$ cat config.mk
export PLATFORM = sky130hd
export DESIGN_NAME = apb_master_arbiter_flat
export DESIGN_NICKNAME = d
export VERILOG_FILES = /design/src/rtl/apb_master_arbiter_if.sv /design/src/rtl/apb_master_arbiter.sv /design/src/flat_wrapper.sv
export SDC_FILE = /design/constraint.sdc
export NUM_CORES = 1
export LEC_CHECK = 0
export CAP_MARGIN = 30
export CORE_MARGIN = 5
export CORE_UTILIZATION = 33
export CTS_CLUSTER_DIAMETER = 150
export DETAILED_ROUTE_END_ITERATION = 10
export PLACE_DENSITY = 0.75
export SLEW_MARGIN = 20
export SYNTH_ARGS = -nofsm -noshare
export SYNTH_HDL_FRONTEND = slang
export SYNTH_SLANG_ARGS = --single-unit
$ cat constraint.sdc
create_clock -name PCLK -period 1.4 [get_ports PCLK]
set_input_delay 0.42 -clock PCLK [delete_from_list [all_inputs] [get_ports PCLK]]
set_output_delay 0.42 -clock PCLK [all_outputs]
set_load 0.05 [all_outputs]
$ cat src/rtl/apb_master_arbiter_if.sv
// APB bus bundle shared by the two-port arbiter (master side) and the peripheral fabric (slave side).
interface apb_master_arbiter_if #(
  parameter int unsigned ADDR_W = 32,
  parameter int unsigned DATA_W = 32
);
  logic              PSEL;
  logic              PENABLE;
  logic              PWRITE;
  logic [ADDR_W-1:0] PADDR;
  logic [DATA_W-1:0] PWDATA;
  logic [3:0]        PSTRB;
  logic [2:0]        PPROT;
  logic [DATA_W-1:0] PRDATA;
  logic              PREADY;
  logic              PSLVERR;

  modport master (
    output PSEL, PENABLE, PWRITE, PADDR, PWDATA, PSTRB, PPROT,
    input  PRDATA, PREADY, PSLVERR
  );

  modport slave (
    input  PSEL, PENABLE, PWRITE, PADDR, PWDATA, PSTRB, PPROT,
    output PRDATA, PREADY, PSLVERR
  );
endinterface

$ cat src/rtl/apb_master_arbiter.sv
// Two-port round-robin APB master: arbitrates command ports, runs IDLE/SETUP/ACCESS on the bus and
// returns read data / error to the issuing port. All outputs registered, synchronous reset.
module apb_master_arbiter #(
  parameter int unsigned ADDR_W  = 32,
  parameter int unsigned DATA_W  = 32,
  parameter int unsigned TIMEOUT = 16
) (
  input  logic                PCLK,
  input  logic                PRESETn,
  input  logic [1:0]          req_valid,
  output logic [1:0]          req_ready,
  input  logic [1:0]          req_write,
  input  logic [2*ADDR_W-1:0] req_addr,
  input  logic [2*DATA_W-1:0] req_wdata,
  input  logic [7:0]          req_strb,
  output logic [1:0]          rsp_valid,
  output logic [DATA_W-1:0]   rsp_rdata,
  output logic                rsp_err,
  apb_master_arbiter_if.master apb
);

  localparam int unsigned CntW = $clog2(TIMEOUT);
  localparam logic [CntW-1:0] CntLast = CntW'(TIMEOUT - 1);

  typedef enum logic [1:0] {StIdle, StSetup, StAccess} state_e;

  state_e            state_q;
  logic              rr_ptr_q;
  logic              gnt_q;
  logic [CntW-1:0]   cnt_q;
  logic              psel_q;
  logic              penable_q;
  logic              pwrite_q;
  logic [ADDR_W-1:0] paddr_q;
  logic [DATA_W-1:0] pwdata_q;
  logic [3:0]        pstrb_q;

  logic              gnt;
  logic              sel_write;
  logic [ADDR_W-1:0] sel_addr;
  logic [DATA_W-1:0] sel_wdata;
  logic [3:0]        sel_strb;

  // Contested cycles go to rr_ptr; otherwise the lone valid port wins.
  always_comb begin
    gnt       = (req_valid == 2'b11) ? rr_ptr_q : req_valid[1];
    sel_write = gnt ? req_write[1] : req_write[0];
    sel_addr  = gnt ? req_addr[2*ADDR_W-1:ADDR_W] : req_addr[ADDR_W-1:0];
    sel_wdata = gnt ? req_wdata[2*DATA_W-1:DATA_W] : req_wdata[DATA_W-1:0];
    sel_strb  = gnt ? req_strb[7:4] : req_strb[3:0];
  end

  always_ff @(posedge PCLK) begin
    if (!PRESETn) begin
      state_q   <= StIdle;
      rr_ptr_q  <= 1'b0;
      gnt_q     <= 1'b0;
      cnt_q     <= '0;
      psel_q    <= 1'b0;
      penable_q <= 1'b0;
      pwrite_q  <= 1'b0;
      paddr_q   <= '0;
      pwdata_q  <= '0;
      pstrb_q   <= '0;
      req_ready <= '0;
      rsp_valid <= '0;
      rsp_rdata <= '0;
      rsp_err   <= 1'b0;
    end else begin
      req_ready <= '0;
      rsp_valid <= '0;
      case (state_q)
        StIdle: begin
          psel_q    <= 1'b0;
          penable_q <= 1'b0;
          if (|req_valid) begin
            gnt_q     <= gnt;
            rr_ptr_q  <= ~gnt;
            req_ready <= gnt ? 2'b10 : 2'b01;
            pwrite_q  <= sel_write;
            paddr_q   <= sel_addr;
            pwdata_q  <= sel_wdata;
            pstrb_q   <= sel_write ? sel_strb : 4'h0;
            psel_q    <= 1'b1;
            state_q   <= StSetup;
          end
        end
        StSetup: begin
          penable_q <= 1'b1;
          cnt_q     <= '0;
          state_q   <= StAccess;
        end
        StAccess: begin
          if (apb.PREADY) begin
            psel_q    <= 1'b0;
            penable_q <= 1'b0;
            rsp_valid <= gnt_q ? 2'b10 : 2'b01;
            rsp_rdata <= pwrite_q ? '0 : apb.PRDATA;
            rsp_err   <= apb.PSLVERR;
            state_q   <= StIdle;
          end else if (cnt_q == CntLast) begin
            // Slave never answered: abort and report an error to the issuer.
            psel_q    <= 1'b0;
            penable_q <= 1'b0;
            rsp_valid <= gnt_q ? 2'b10 : 2'b01;
            rsp_rdata <= '0;
            rsp_err   <= 1'b1;
            state_q   <= StIdle;
          end else begin
            cnt_q <= cnt_q + 1'b1;
          end
        end
        default: state_q <= StIdle;
      endcase
    end
  end

  assign apb.PSEL    = psel_q;
  assign apb.PENABLE = penable_q;
  assign apb.PWRITE  = pwrite_q;
  assign apb.PADDR   = paddr_q;
  assign apb.PWDATA  = pwdata_q;
  assign apb.PSTRB   = pstrb_q;
  assign apb.PPROT   = 3'b000;

endmodule

$ cat src/flat_wrapper.sv
// flat-port wrapper written by rule: the top's interface ports become plain ports
module apb_master_arbiter_flat 
#(
  parameter int unsigned ADDR_W  = 32,
  parameter int unsigned DATA_W  = 32,
  parameter int unsigned TIMEOUT = 16
)
  (PCLK, PRESETn, req_valid, req_ready, req_write, req_addr, req_wdata, req_strb, rsp_valid, rsp_rdata, rsp_err, apb_PSEL, apb_PENABLE, apb_PWRITE, apb_PADDR, apb_PWDATA, apb_PSTRB, apb_PPROT, apb_PRDATA, apb_PREADY, apb_PSLVERR);
  apb_master_arbiter_if #(.ADDR_W(ADDR_W), .DATA_W(DATA_W)) apb_i ();
  input  logic PCLK;
  input  logic PRESETn;
  input  logic [1:0] req_valid;
  output logic [1:0] req_ready;
  input  logic [1:0] req_write;
  input  logic [2*ADDR_W-1:0] req_addr;
  input  logic [2*DATA_W-1:0] req_wdata;
  input  logic [7:0] req_strb;
  output logic [1:0] rsp_valid;
  output logic [DATA_W-1:0] rsp_rdata;
  output logic rsp_err;
  output wire logic [$bits(apb_i.PSEL)-1:0] apb_PSEL;
  output wire logic [$bits(apb_i.PENABLE)-1:0] apb_PENABLE;
  output wire logic [$bits(apb_i.PWRITE)-1:0] apb_PWRITE;
  output wire logic [$bits(apb_i.PADDR)-1:0] apb_PADDR;
  output wire logic [$bits(apb_i.PWDATA)-1:0] apb_PWDATA;
  output wire logic [$bits(apb_i.PSTRB)-1:0] apb_PSTRB;
  output wire logic [$bits(apb_i.PPROT)-1:0] apb_PPROT;
  input wire logic [$bits(apb_i.PRDATA)-1:0] apb_PRDATA;
  input wire logic [$bits(apb_i.PREADY)-1:0] apb_PREADY;
  input wire logic [$bits(apb_i.PSLVERR)-1:0] apb_PSLVERR;
  assign apb_PSEL = apb_i.PSEL;
  assign apb_PENABLE = apb_i.PENABLE;
  assign apb_PWRITE = apb_i.PWRITE;
  assign apb_PADDR = apb_i.PADDR;
  assign apb_PWDATA = apb_i.PWDATA;
  assign apb_PSTRB = apb_i.PSTRB;
  assign apb_PPROT = apb_i.PPROT;
  assign apb_i.PRDATA = apb_PRDATA;
  assign apb_i.PREADY = apb_PREADY;
  assign apb_i.PSLVERR = apb_PSLVERR;
  apb_master_arbiter #(.ADDR_W(ADDR_W), .DATA_W(DATA_W), .TIMEOUT(TIMEOUT)) u_core (.PCLK(PCLK), .PRESETn(PRESETn), .req_valid(req_valid), .req_ready(req_ready), .req_write(req_write), .req_addr(req_addr), .req_wdata(req_wdata), .req_strb(req_strb), .rsp_valid(rsp_valid), .rsp_rdata(rsp_rdata), .rsp_err(rsp_err), .apb(apb_i));
endmodule
* After elaboration in Yosys (flattened, before gate mapping) *
Cells that the tools add are included.

operators by class
  $add $sub $neg = 1
  multiplexer cells = 27
  shift operators = 0
  order comparisons = 0
  divide/modulo/power cells = 0
  multipliers = 0
  reductions and logical operators = 14
  eq/ne operators = 8
  bitwise logic cells = 1

operators with widths
  cell                   number
  $mux W32               5
  $mux W4                4
  $mux W2                7
  $reduce_and A2 Y1      6
  $pmux W4 S2            1
  $mux W1                7
  $pmux W2 S3            1
  $reduce_and A3 Y1      2
  $reduce_bool A2 Y1     3
  $add A4 B1 Y4 const B  1
  $eq A2 B2 Y1 const B   2
  $eq A4 B4 Y1 const B   1
  $ne A2 B2 Y1 const B   2
  $ne A3 B2 Y1 const B   1
  $pmux W1 S3            1
  $reduce_bool A3 Y1     1
  $eq A2 B1 Y1 const B   1
  $logic_not A2 Y1       1
  $ne A2 B1 Y1 const B   1
  $pmux W1 S2            1
  $reduce_or A2 Y1       1
  $not A1 Y1             1

word-level totals
  memories kept = 0
  latch bits = 0
  logic and storage cells = 65
  register bits after elaboration = 116
  bits in writable memories = 0
  bits of input ports = 176
  memory bits (read-only) = 0
  output and inout port bits = 111

* Longest topological paths before layout *
Gate-level depths: netlist of run 1.

  depth in word-level cells = 4
  gate-level depth with buffers = 7
  depth with buffers taken out = 5

* Worst setup path before layout of run 1 *
No wires, ideal clock.

  kind = register to register
  start = register u_core.cnt_q[0]
  end = register u_core.rsp_rdata[1]
  stages on the path, launching flop included = 8
  period minus slack after synthesis = 1.507 ns
  slack = -0.107 ns
  path buffers = 2
  data arrival time = 1.375 ns
  library setup time = 0.132 ns
  required time = 1.268 ns
  path through = dfxtp_1 ha_1 a31oi_2 and2b_1 buf_4 buf_6 nand3_1 a21oi_1

on the way
  longest elaborated chain between the ends = 3

ends and longest elaborated chain
  what                          RTL line                   source
  start, declared               apb_master_arbiter.sv:30   logic [CntW-1:0] cnt_q;
  start signal, assigned        apb_master_arbiter.sv:110  cnt_q <= cnt_q + 1'b1;
  $eq A4 B4 Y1                  apb_master_arbiter.sv:101  end else if (cnt_q == CntLast) begin
  $reduce_bool A2 Y1 (no line)  -
  $reduce_and A2 Y1 (no line)   -
  end signal, assigned          apb_master_arbiter.sv:98   rsp_rdata <= pwrite_q ? '0 : apb.PRDATA;
  end, declared                 apb_master_arbiter.sv:17   output logic [DATA_W-1:0] rsp_rdata,

No other way between the ends.
A chain may end at the register's enable or synchronous reset.

* Worst setup path in the final report of run 1 *
  start = register u_core.state_q[1]
  end = register u_core.pwdata_q[14], in the netlist u_core.apb.PWDATA[14]

on the way
  longest elaborated chain between the ends = 2

ends and longest elaborated chain
  what                         RTL line                  source
  start, declared              apb_master_arbiter.sv:27  state_e state_q;
  start signal, assigned       apb_master_arbiter.sv:55  state_q <= StIdle;
  start signal, assigned       apb_master_arbiter.sv:85  state_q <= StSetup;
  start signal, assigned       apb_master_arbiter.sv:91  state_q <= StAccess;
  $logic_not A2 Y1             apb_master_arbiter.sv:72  case (state_q)
  $reduce_and A2 Y1 (no line)  -
  end signal, assigned         apb_master_arbiter.sv:82  pwdata_q <= sel_wdata;
  end, declared                apb_master_arbiter.sv:35  logic [DATA_W-1:0] pwdata_q;

No other way between the ends.

==> results.ini, run 1 <==
[power]
powerDensity_nw_per_um2=1200
internal-power_w=0.00847
p_sw_w=0.00331
seqPwrFrac_pct=32.3
irDropWorstVdd_uv=638
p_clk_share_pct=40.0
comb_power_share_pct=27.7
leakage_nw=3.69
switching_share_pct=28.1

[setup_path]
required_ns=1.67
startpoint_type=flop
endpoint_kind=flop
rrSetupSlack_ns=-0.15
critical_path.startpoint=u_core.state_q[1]
crit_buf_inv=1
crit_arrival_ns=1.81
cpMaxStageDelayCell=a222oi_1
critPathTopFamily=compound AO/OA/AOI/OAI gates
criticalPathCategory=flop to flop
r2r_start=u_core.state_q[1]
crit_path_end=u_core.apb.PWDATA[14]
rr_worst_depth=5
critPathMaxStageDelay_ns=0.46
timing.rr.end=u_core.apb.PWDATA[14]
cp.depth=5
crit_fanout=23
path_cells=nor2_4, o21ai_4, buf_6, a222oi_1, nor2_1

[status]
violations=setup timing
outcome=complete, but fails checks

[global_route]
grt_max_degree=47
grt_pass1_wl_um=27200
track_usage_pct=21.5
grt_remaining_overflow=0
grt_pass1_vias=5145
antenna_found_initial=0

[place]
dpl_cell_area_sq_um=8620
gp_congestion=0.830
dp_slack_ns=-0.651
port-buffer-count=283
dpl.hpwl_um=13200

[floorplan]
fp-row-count=42
die_y_um=126
start_util_pct=33.5
ios=287
die_area_sq_um=15800
die_w_um=126
core_area_sq_um=13200

[synth]
ys_types=35
ys.warnings.count=0
yosys_register_bits=116
synthCells=463
synth_top_area_share_pct=52.5
async_reset_ff_share_pct=0
synth.cell_area_sq_um=4420
synth_edf_count=0
syn_avg_cell_area_sq_um=9.54
yosys-top-cells-area=dfxtp_1 53%, a222oi_1 14%, nor2_1 6.0%
ys.flop_type=dfxtp_1
synth-seq-area-share_pct=52.5
yosysTopAreaCell=dfxtp_1

[timing]
whs_ns=0.449
rsz0062_at_grt=yes
fmax_ghz=0.647
fin_crit_sh_pct=110
timing.final.ws_setup_ns=-0.145
finalHoldViolCount=0
final.min_clock_period_ns=1.55
finalSetupViolCount=54
slew_violations=0
finalClockSkew_ns=0.00826

[cells_and_area]
final_common_cell=clkdlybuf4s50_1
postLayoutCoreUtil_pct=74.4
syn2layout_area_growth_pct=122
n_antenna_cell=0
design_area_sq_um=9820
drive_gt1_share_pct=36.1
nets=938
n_fill_cell=822
mostFrequentLayoutCells=172 x clkdlybuf4s50_1, 119 x buf_12, 74 x dfxtp_1

[clocking]
cts_root_buf=clkbuf_16
clk_latency_ns=0.41
htreeDepth=4
clk_pin_slew_ns=0.06
cts_tree=yes
cts_hold_buf=0
cts_buffer_depth=2
cts_buffers=17
cts_sinks=116

[routing]
drc=0
drt-initial-drc-count=520
viasPerCell=5.49
antenna_left=0
drt-total-wl_um=20000
vias=5206
first_pass_iters=7
wl_per_cell_um=21.1

[min_path]
hp-class=flop to flop

[job]
drv_cap=0

==> worst reg2reg max path, cell delays in order (launching register included) <==
cell	delay [ns]
dfxtp_4	0.37
nor2_4	0.16
o21ai_4	0.13
buf_6	0.20
a222oi_1	0.46
nor2_1	0.10
==> power by group through the flow <==
stage / combinational [W] / clock, W / sequential, W
global route: 0.00341 / 0.00494 / 0.00383
floorplan: 0.000754 / 0 / 0.00444
global placement: 0.00303 / 0 / 0.00383
detailed placement: 0.00309 / 0 / 0.00384
finish: 0.00327 / 0.00471 / 0.00380
CTS: 0.00313 / 0.00478 / 0.00379
==> worst min-delay path by stage <==
| stage | startpoint | end | cells after the start |
|---|---|---|---|
| CTS | u_core.gnt_q | u_core.rsp_valid[0] | 1 |
| floorplan | u_core.gnt_q | u_core.rsp_valid[0] | 1 |
| global placement | u_core.gnt_q | u_core.rsp_valid[0] | 1 |
| finish | u_core.gnt_q | u_core.rsp_valid[0] | 1 |
| detailed placement | u_core.gnt_q | u_core.rsp_valid[0] | 1 |
| global route | u_core.gnt_q | u_core.rsp_valid[0] | 1 |
==> metal layers <==
metal | wire length, um | global-route usage, % | vias to the layer above
met3 | 1850 | 8.26 | 57
met1 | 6960 | 23.4 | 2455
li1 | - | - | 2339
met5 | 0 | 0 | -
met4 | 835 | 10.5 | 0
met2 | 10400 | 36.8 | 355
==> state kept, by name, indices dropped and copies added, names as in the netlist <==
signal,flops
u_core.rsp_valid,2
u_core.gnt_q,1
u_core.rsp_err,1
u_core.apb.PSTRB,4
u_core.rsp_rdata,32
u_core.apb.PENABLE,1
u_core.state_q,2
u_core.req_ready,2
u_core.apb.PADDR,32
u_core.cnt_q,4
u_core.rr_ptr_q,1
u_core.apb.PWDATA,32
u_core.apb.PSEL,1
u_core.apb.PWRITE,1
==> kinds of logic (layout without fill, tap and decap cells) <==
family	after synthesis	after routing	share of synthesized area (%)
flops	116	116	52.5
fa+ha+maj	1	1	0.283
simple gates	170	170	17.0
buf+inv	52	360	7.90
other cells	1	3	0.0849
xor+xnor	2	2	0.396
compound gates	121	121	21.8
==> what timing repair did <==
item,4_1_cts,5_1_grt
pin swaps,7,60
gates resized for setup,24,88
setup buffers,2,3
cloned,0,7
endpoints found under the setup margin,92,117
==> through the flow <==
| stage | TNS [ns] | power [W] | std cells |
|---|---|---|---|
| floorplan | -0.595 | 0.00519 | 465 |
| global placement | -50.09 | 0.00686 | 906 |
| detailed placement | -56.51 | 0.00693 | 906 |
| CTS | -0.621 | 0.0117 | 939 |
| global route | -7.14 | 0.0122 | 949 |
| finish | -2.06 | 0.0118 | 949 |
==> cells in the mapped netlist, types with 2 or more instances <==
cell type / instances
nand2_1: 40
inv_1: 3
nor2_1: 71
a222oi_1: 64
nor2b_1: 2
buf_1: 3
o21ai_0: 6
a22o_1: 4
nand2b_1: 3
and3_1: 3
a21oi_1: 41
and2_1: 2
buf_4: 5
clkbuf_1: 13
buf_2: 12
nand4_1: 2
nand3_1: 40
buf_6: 16
xor2_1: 2
dfxtp_1: 116
==> cell type report <==
type / count / area (sq um) / share of cell area, %
sequential: 116 / 2380 / 24.2
clock buffer: 21 / 460 / 4.69
inverter: 3 / 12.5 / 0.127
clock inverter: 10 / 179 / 1.82
tap: 176 / 220 / 2.24
timing repair buffer: 326 / 4470 / 45.6
multi-input combinational: 297 / 2090 / 21.3
Note: power is estimated with default switching activity, not from simulation.
==> inputs of run 2 (changes only) <==
Settings changed: MAX_ROUTING_LAYER from default to met4.
==> results.ini, run 2 (same netlist as run 1, synthesis figures left out) <==
[power]
internal-power_w=0.00847  ; about the same
p_clk_share_pct=40.0  ; about the same
power_w=0.0118  ; about the same
comb_power_share_pct=27.7  ; about the same
powerDensity_nw_per_um2=1200  ; about the same
seqPwrFrac_pct=32.3  ; about the same
irDropWorstVdd_uv=635  ; -0.49%
p_sw_w=0.00331  ; about the same
switching_share_pct=28.1  ; about the same
leakage_nw=3.69  ; unchanged

[cells_and_area]
n_fill_cell=822  ; unchanged
syn2layout_area_growth_pct=122  ; unchanged
multi_input_area_sq_um=2090  ; unchanged
n_antenna_cell=0  ; unchanged
nets=938  ; unchanged
final_common_cell=clkdlybuf4s50_1
postLayoutCoreUtil_pct=74.4  ; unchanged
mostFrequentLayoutCells=172 x clkdlybuf4s50_1, 119 x buf_12, 74 x dfxtp_1
drive_gt1_share_pct=36.1  ; unchanged
design_area_sq_um=9820  ; unchanged
regArea_sq_um=2380  ; unchanged

[timing]
slew_violations=0  ; unchanged
timing.final.ws_setup_ns=-0.123  ; +0.0223 ns
fin_crit_sh_pct=109  ; -1.6 points
final.min_clock_period_ns=1.52  ; -0.0223 ns
fmax_ghz=0.657  ; +1.5%
finalSetupViolCount=52  ; -3.7%
rsz0062_at_grt=yes
finalClockSkew_ns=0.00931  ; +0.00104 ns
finalHoldViolCount=0  ; unchanged

[global_route]
grt_max_degree=47  ; unchanged
grt_pass1_wl_um=27100  ; -0.30%
track_usage_pct=22.2  ; +0.65 points
grt_pass1_vias=5171  ; +0.51%
antenna_found_initial=0  ; unchanged
grt_remaining_overflow=0  ; unchanged

[setup_path]
required_ns=1.72  ; +0.05 ns
crit_fanout=8  ; -65%
crit_arrival_ns=1.84  ; +0.03 ns
critPathMaxStageDelay_ns=0.38  ; -0.08 ns
crit_buf_inv=1  ; unchanged
path_cells=ha_4, a31oi_4, and2b_4, buf_6, nand3_1, a21oi_1
critPathTopFamily=simple AND/OR/NAND/NOR gates
startpoint_type=flop
criticalPathCategory=flop to flop
cpMaxStageDelayCell=and2b_4
endpoint_kind=flop

[clocking]
cts_tree=yes
clk_pin_slew_ns=0.06  ; about the same
clk_latency_ns=0.41  ; about the same
cts_buffer_depth=2  ; unchanged
htreeDepth=4  ; unchanged
cts_sinks=116  ; unchanged
cts_hold_buf=0  ; unchanged
cts_root_buf=clkbuf_16
cts_buffers=17  ; unchanged

[place]
dpl_cell_area_sq_um=8620  ; unchanged
port-buffer-count=283  ; unchanged
gp_congestion=0.843  ; +1.5%
dpl.hpwl_um=13200  ; unchanged

[routing]
viasPerCell=5.45  ; -0.61%
vias=5174  ; -0.61%
drt-initial-drc-count=564  ; +8.5%
drc=0  ; unchanged
antenna_left=0  ; unchanged
first_pass_iters=8  ; +1
drt-total-wl_um=20100  ; +0.26%
wl_per_cell_um=21.1  ; +0.26%

[job]
drv_cap=0  ; unchanged

[floorplan]
fp-row-count=42  ; unchanged
start_util_pct=33.5  ; unchanged
die_w_um=126  ; unchanged
core_area_sq_um=13200  ; unchanged
die_area_sq_um=15800  ; unchanged
ios=287  ; unchanged
die_y_um=126  ; unchanged

[min_path]
hp-class=flop to flop

[status]
outcome=complete, but fails checks
violations=setup timing

[run 2: cell counts in the layout (fill, tap and decap cells not counted)]
No cell type changed its count.
[run 2: repair_timing]
action | 4_1_cts | 5_1_grt
pin swaps | 7 | 60
setup endpoints to repair | 92 | 117
endpoints found under the hold margin | 0 | 0
setup buffers | 2 | 3
gates cloned | 0 | 7
resized for setup | 24 | 88
[run 2: power groups by stage]
stage          Combinational, W  Sequential [W]  Clock (W)
6_report                0.00326         0.00380    0.00471
5_1_grt                 0.00341         0.00383    0.00494
4_1_cts                 0.00313         0.00379    0.00478
3_5_place_dp            0.00309         0.00384          0
3_3_place_gp            0.00303         0.00383          0
2_1_floorplan          0.000754         0.00444          0
[run 2: per-stage QoR]
stage	instances	TNS, ns	worst slack [ns]	hold slack (ns)
after floorplan	465	-0.595	-0.0512	0.417
after global placement	906	-50.09	-0.609	0.436
after detailed placement	906	-56.51	-0.651	0.441
after CTS	939	-0.621	-0.0805	0.450
after global routing	949	-7.13	-0.150	0.472
final	949	-1.87	-0.123	0.446
[run 2: final timing paths]
kind / start / to / slack (ns) / depth (start not counted)
setup / recovery: u_core.cnt_q[1] / u_core.rsp_rdata[2] / -0.12 / 6
setup reg to reg: u_core.cnt_q[1] / u_core.rsp_rdata[2] / -0.12 / 6
hold / removal: u_core.gnt_q / u_core.rsp_valid[0] / 0.45 / 1
hold reg to reg: u_core.gnt_q / u_core.rsp_valid[0] / 0.45 / 1
[run 2: cell type report]
cell class	instances	share of cell area (%)
repair buffers	326	45.6
inverters	3	0.127
multi-input cells	297	21.3
flip-flops and latches	116	24.2
well taps	176	2.24
clock buffers	21	4.69
clock inverters	10	1.82
[run 2: layer usage]
| metal | routed length [um] | share of wire (%) | global-route usage [%] |
|---|---|---|---|
| met5 | 0 | 0 | - |
| met4 | 820 | 4.1 | 10.2 |
| met3 | 1730 | 8.6 | 6.99 |
| met2 | 10400 | 52 | 37.0 |
| met1 | 7090 | 35 | 24.2 |
[run 2: worst register-to-register path, delay by kind of cell (launching register included)]
family	cells	cell delay (ns)
adders and majority gates	1	0.15
AOI/OAI and AO/OA	2	0.28
and+or+nand+nor	2	0.50
buffers and inverters	1	0.18
DFF	1	0.34
==> inputs of run 3 (changes only) <==
Settings changed: PLACE_DENSITY 0.75 to 0.77.
==> results.ini, run 3 (same netlist as run 1, synthesis figures left out) <==
[routing]
first_pass_iters=9  ; +1
viasPerCell=5.51  ; +1.0%
drt-initial-drc-count=569  ; +0.89%
drt-total-wl_um=21900  ; +9.1%
wl_per_cell_um=22.6  ; +7.1%
antenna_left=0  ; unchanged
vias=5326  ; +2.9%
drc=0  ; unchanged

[clocking]
cts_sinks=116  ; unchanged
clk_latency_ns=0.42  ; about the same
cts_buffer_depth=2  ; unchanged
cts_root_buf=clkbuf_16
clk_pin_slew_ns=0.06  ; about the same
cts_tree=yes
htreeDepth=4  ; unchanged
cts_hold_buf=0  ; unchanged
cts_buffers=17  ; unchanged

[timing]
timing.final.ws_setup_ns=-0.126  ; -0.00329 ns
slew_violations=0  ; unchanged
finalSetupViolCount=90  ; +73%
whs_ns=0.468  ; +0.0219 ns
worst_pin_slew_ns=0.530
rsz0062_at_grt=yes
fmax_ghz=0.655  ; -0.22%
final.min_clock_period_ns=1.53  ; +0.00329 ns
fin_crit_sh_pct=109  ; +0.24 points
relSlewSlack_pct=64.7
finalClockSkew_ns=0.00816  ; -0.00115 ns
finalHoldViolCount=0  ; unchanged

[cells_and_area]
drive_gt1_share_pct=46.3  ; +10 points
syn2layout_area_growth_pct=134
fin_cells=967  ; +1.9%
final_common_cell=clkdlybuf4s50_1
mostFrequentLayoutCells=172 x clkdlybuf4s50_1, 125 x buf_12, 89 x dfxtp_2
nets=954  ; +1.7%

[floorplan]
die_w_um=126  ; unchanged
die_area_sq_um=15800  ; unchanged
fp-row-count=42  ; unchanged
die_y_um=126  ; unchanged
start_util_pct=33.5  ; unchanged
ios=287  ; unchanged
core_area_sq_um=13200  ; unchanged

[global_route]
grt_remaining_overflow=0  ; unchanged
grt_max_degree=34  ; -28%
antenna_found_initial=1  ; +1
grt_pass1_wl_um=30300  ; +12%
track_usage_pct=25.1  ; +3.0 points
grt_pass1_vias=5474  ; +5.9%

[power]
p_clk_share_pct=38.5  ; -1.5 points
p_sw_w=0.00350  ; +5.5%
comb_power_share_pct=29.6  ; +1.9 points
internal-power_w=0.00851  ; +0.50%
switching_share_pct=29.1  ; +1.0 points
powerDensity_nw_per_um2=1160  ; -3.3%
irDropWorstVdd_uv=925  ; +46%
seqPwrFrac_pct=31.9  ; -0.4 points
leakage_nw=3.85  ; +4.3%

[place]
dp_slack_ns=-0.587  ; +0.0642 ns
gp_congestion=0.799  ; -5.2%
port-buffer-count=283  ; unchanged
dpl.hpwl_um=13600  ; +3.0%
placedCellCount=914  ; +0.88%

[min_path]
min_from=u_core.gnt_q
hold_depth=1  ; unchanged
hold_end=u_core.rsp_valid[0]
hp-class=flop to flop

[setup_path]
endpoint_kind=flop
criticalPathCategory=flop to flop
r2r_start=u_core.state_q[1]
crit_fanout=6  ; -2
startpoint_type=flop
crit_arrival_ns=1.82  ; -0.02 ns
rrSetupSlack_ns=-0.13  ; about the same
rr_worst_depth=6  ; unchanged
required_ns=1.69  ; -0.03 ns
timing.rr.end=u_core.apb.PWDATA[9]

[status]
outcome=complete, but fails checks
violations=setup timing

[job]
drv_cap=0  ; unchanged

## run 3: cell types whose count changed in the layout (fill, tap and decap cells not counted), moves of 4 or more
cell      before  now
buf_12       119  125
buf_4         23   27
nand3_1       18    7
dfxtp_2       40   89
a21oi_2       20   30
buf_16         0    6
clkbuf_8       2    6
dfxtp_1       74   25
a21oi_1       21   11
nand3_4       10   21
## run 3: area by class of cell
| type | count | area [sq um] |
|---|---|---|
| timing repair buffer | 342 | 4790 |
| multi-input combinational | 297 | 2250 |
| clock buffer | 24 | 512 |
| sequential | 116 | 2440 |
| fill | 737 | 2840 |
| inverter | 3 | 12.5 |
| clock inverter | 8 | 120 |
| antenna | 1 | 2.50 |
| tap | 176 | 220 |
## run 3: layer usage
layer  up-vias  global-route usage, %  part of all wire (%)
li1       2370                      -                     -
met1      2569                   26.1                    34
met2       329                   44.3                    54
met3        58                   9.65                   9.1
met4         0                   7.14                   2.7
met5         -                      -                     0
## run 3: power by group through the flow
stage | registers, W | logic, W | clock network (W)
floorplan | 0.00444 | 0.000754 | 0
global placement | 0.00383 | 0.00307 | 0
detailed placement | 0.00384 | 0.00313 | 0
CTS | 0.00379 | 0.00338 | 0.00465
global route | 0.00385 | 0.00371 | 0.00482
finish | 0.00383 | 0.00356 | 0.00462
## run 3: worst max-delay path by stage
stage | from | to | slack (ns)
4_1_cts | u_core.state_q[0] | u_core.apb.PADDR[11] | -0.09
5_1_grt | u_core.state_q[1] | u_core.apb.PADDR[0] | -0.20
3_3_place_gp | req_valid[1] | u_core.apb.PADDR[12] | -0.54
3_5_place_dp | req_valid[1] | u_core.apb.PADDR[3] | -0.59
2_1_floorplan | req_valid[1] | u_core.apb.PADDR[12] | -0.05
6_report | u_core.state_q[1] | u_core.apb.PWDATA[9] | -0.13
## run 3: through the flow
| step | util (%) | cell area (sq um) | total power (W) | setup TNS, ns |
|---|---|---|---|---|
| after floorplan | - | 4460 | 0.00519 | -0.595 |
| after global placement | 65.9 | 8700 | 0.00690 | -50.65 |
| after detailed placement | 65.9 | 8700 | 0.00697 | -55.60 |
| after CTS | 74.1 | 9780 | 0.0118 | -5.04 |
| after global routing | 78.5 | 10300 | 0.0124 | -10.71 |
| final | 78.5 | 10300 | 0.0120 | -4.05 |
## run 3: critical path, stage by stage (launching register included)
cell	delay, ns
dfxtp_4	0.36
nor2_4	0.15
o21ai_4	0.14
buf_12	0.17
buf_6	0.12
a222oi_1	0.37
nor2_1	0.09
## run 3: repair_timing
item                                    CTS  global route
resized for setup                        66           133
setup buffers                             4             4
gates cloned                              6             6
endpoints found under the setup margin  123           169
pin swaps                                65            58
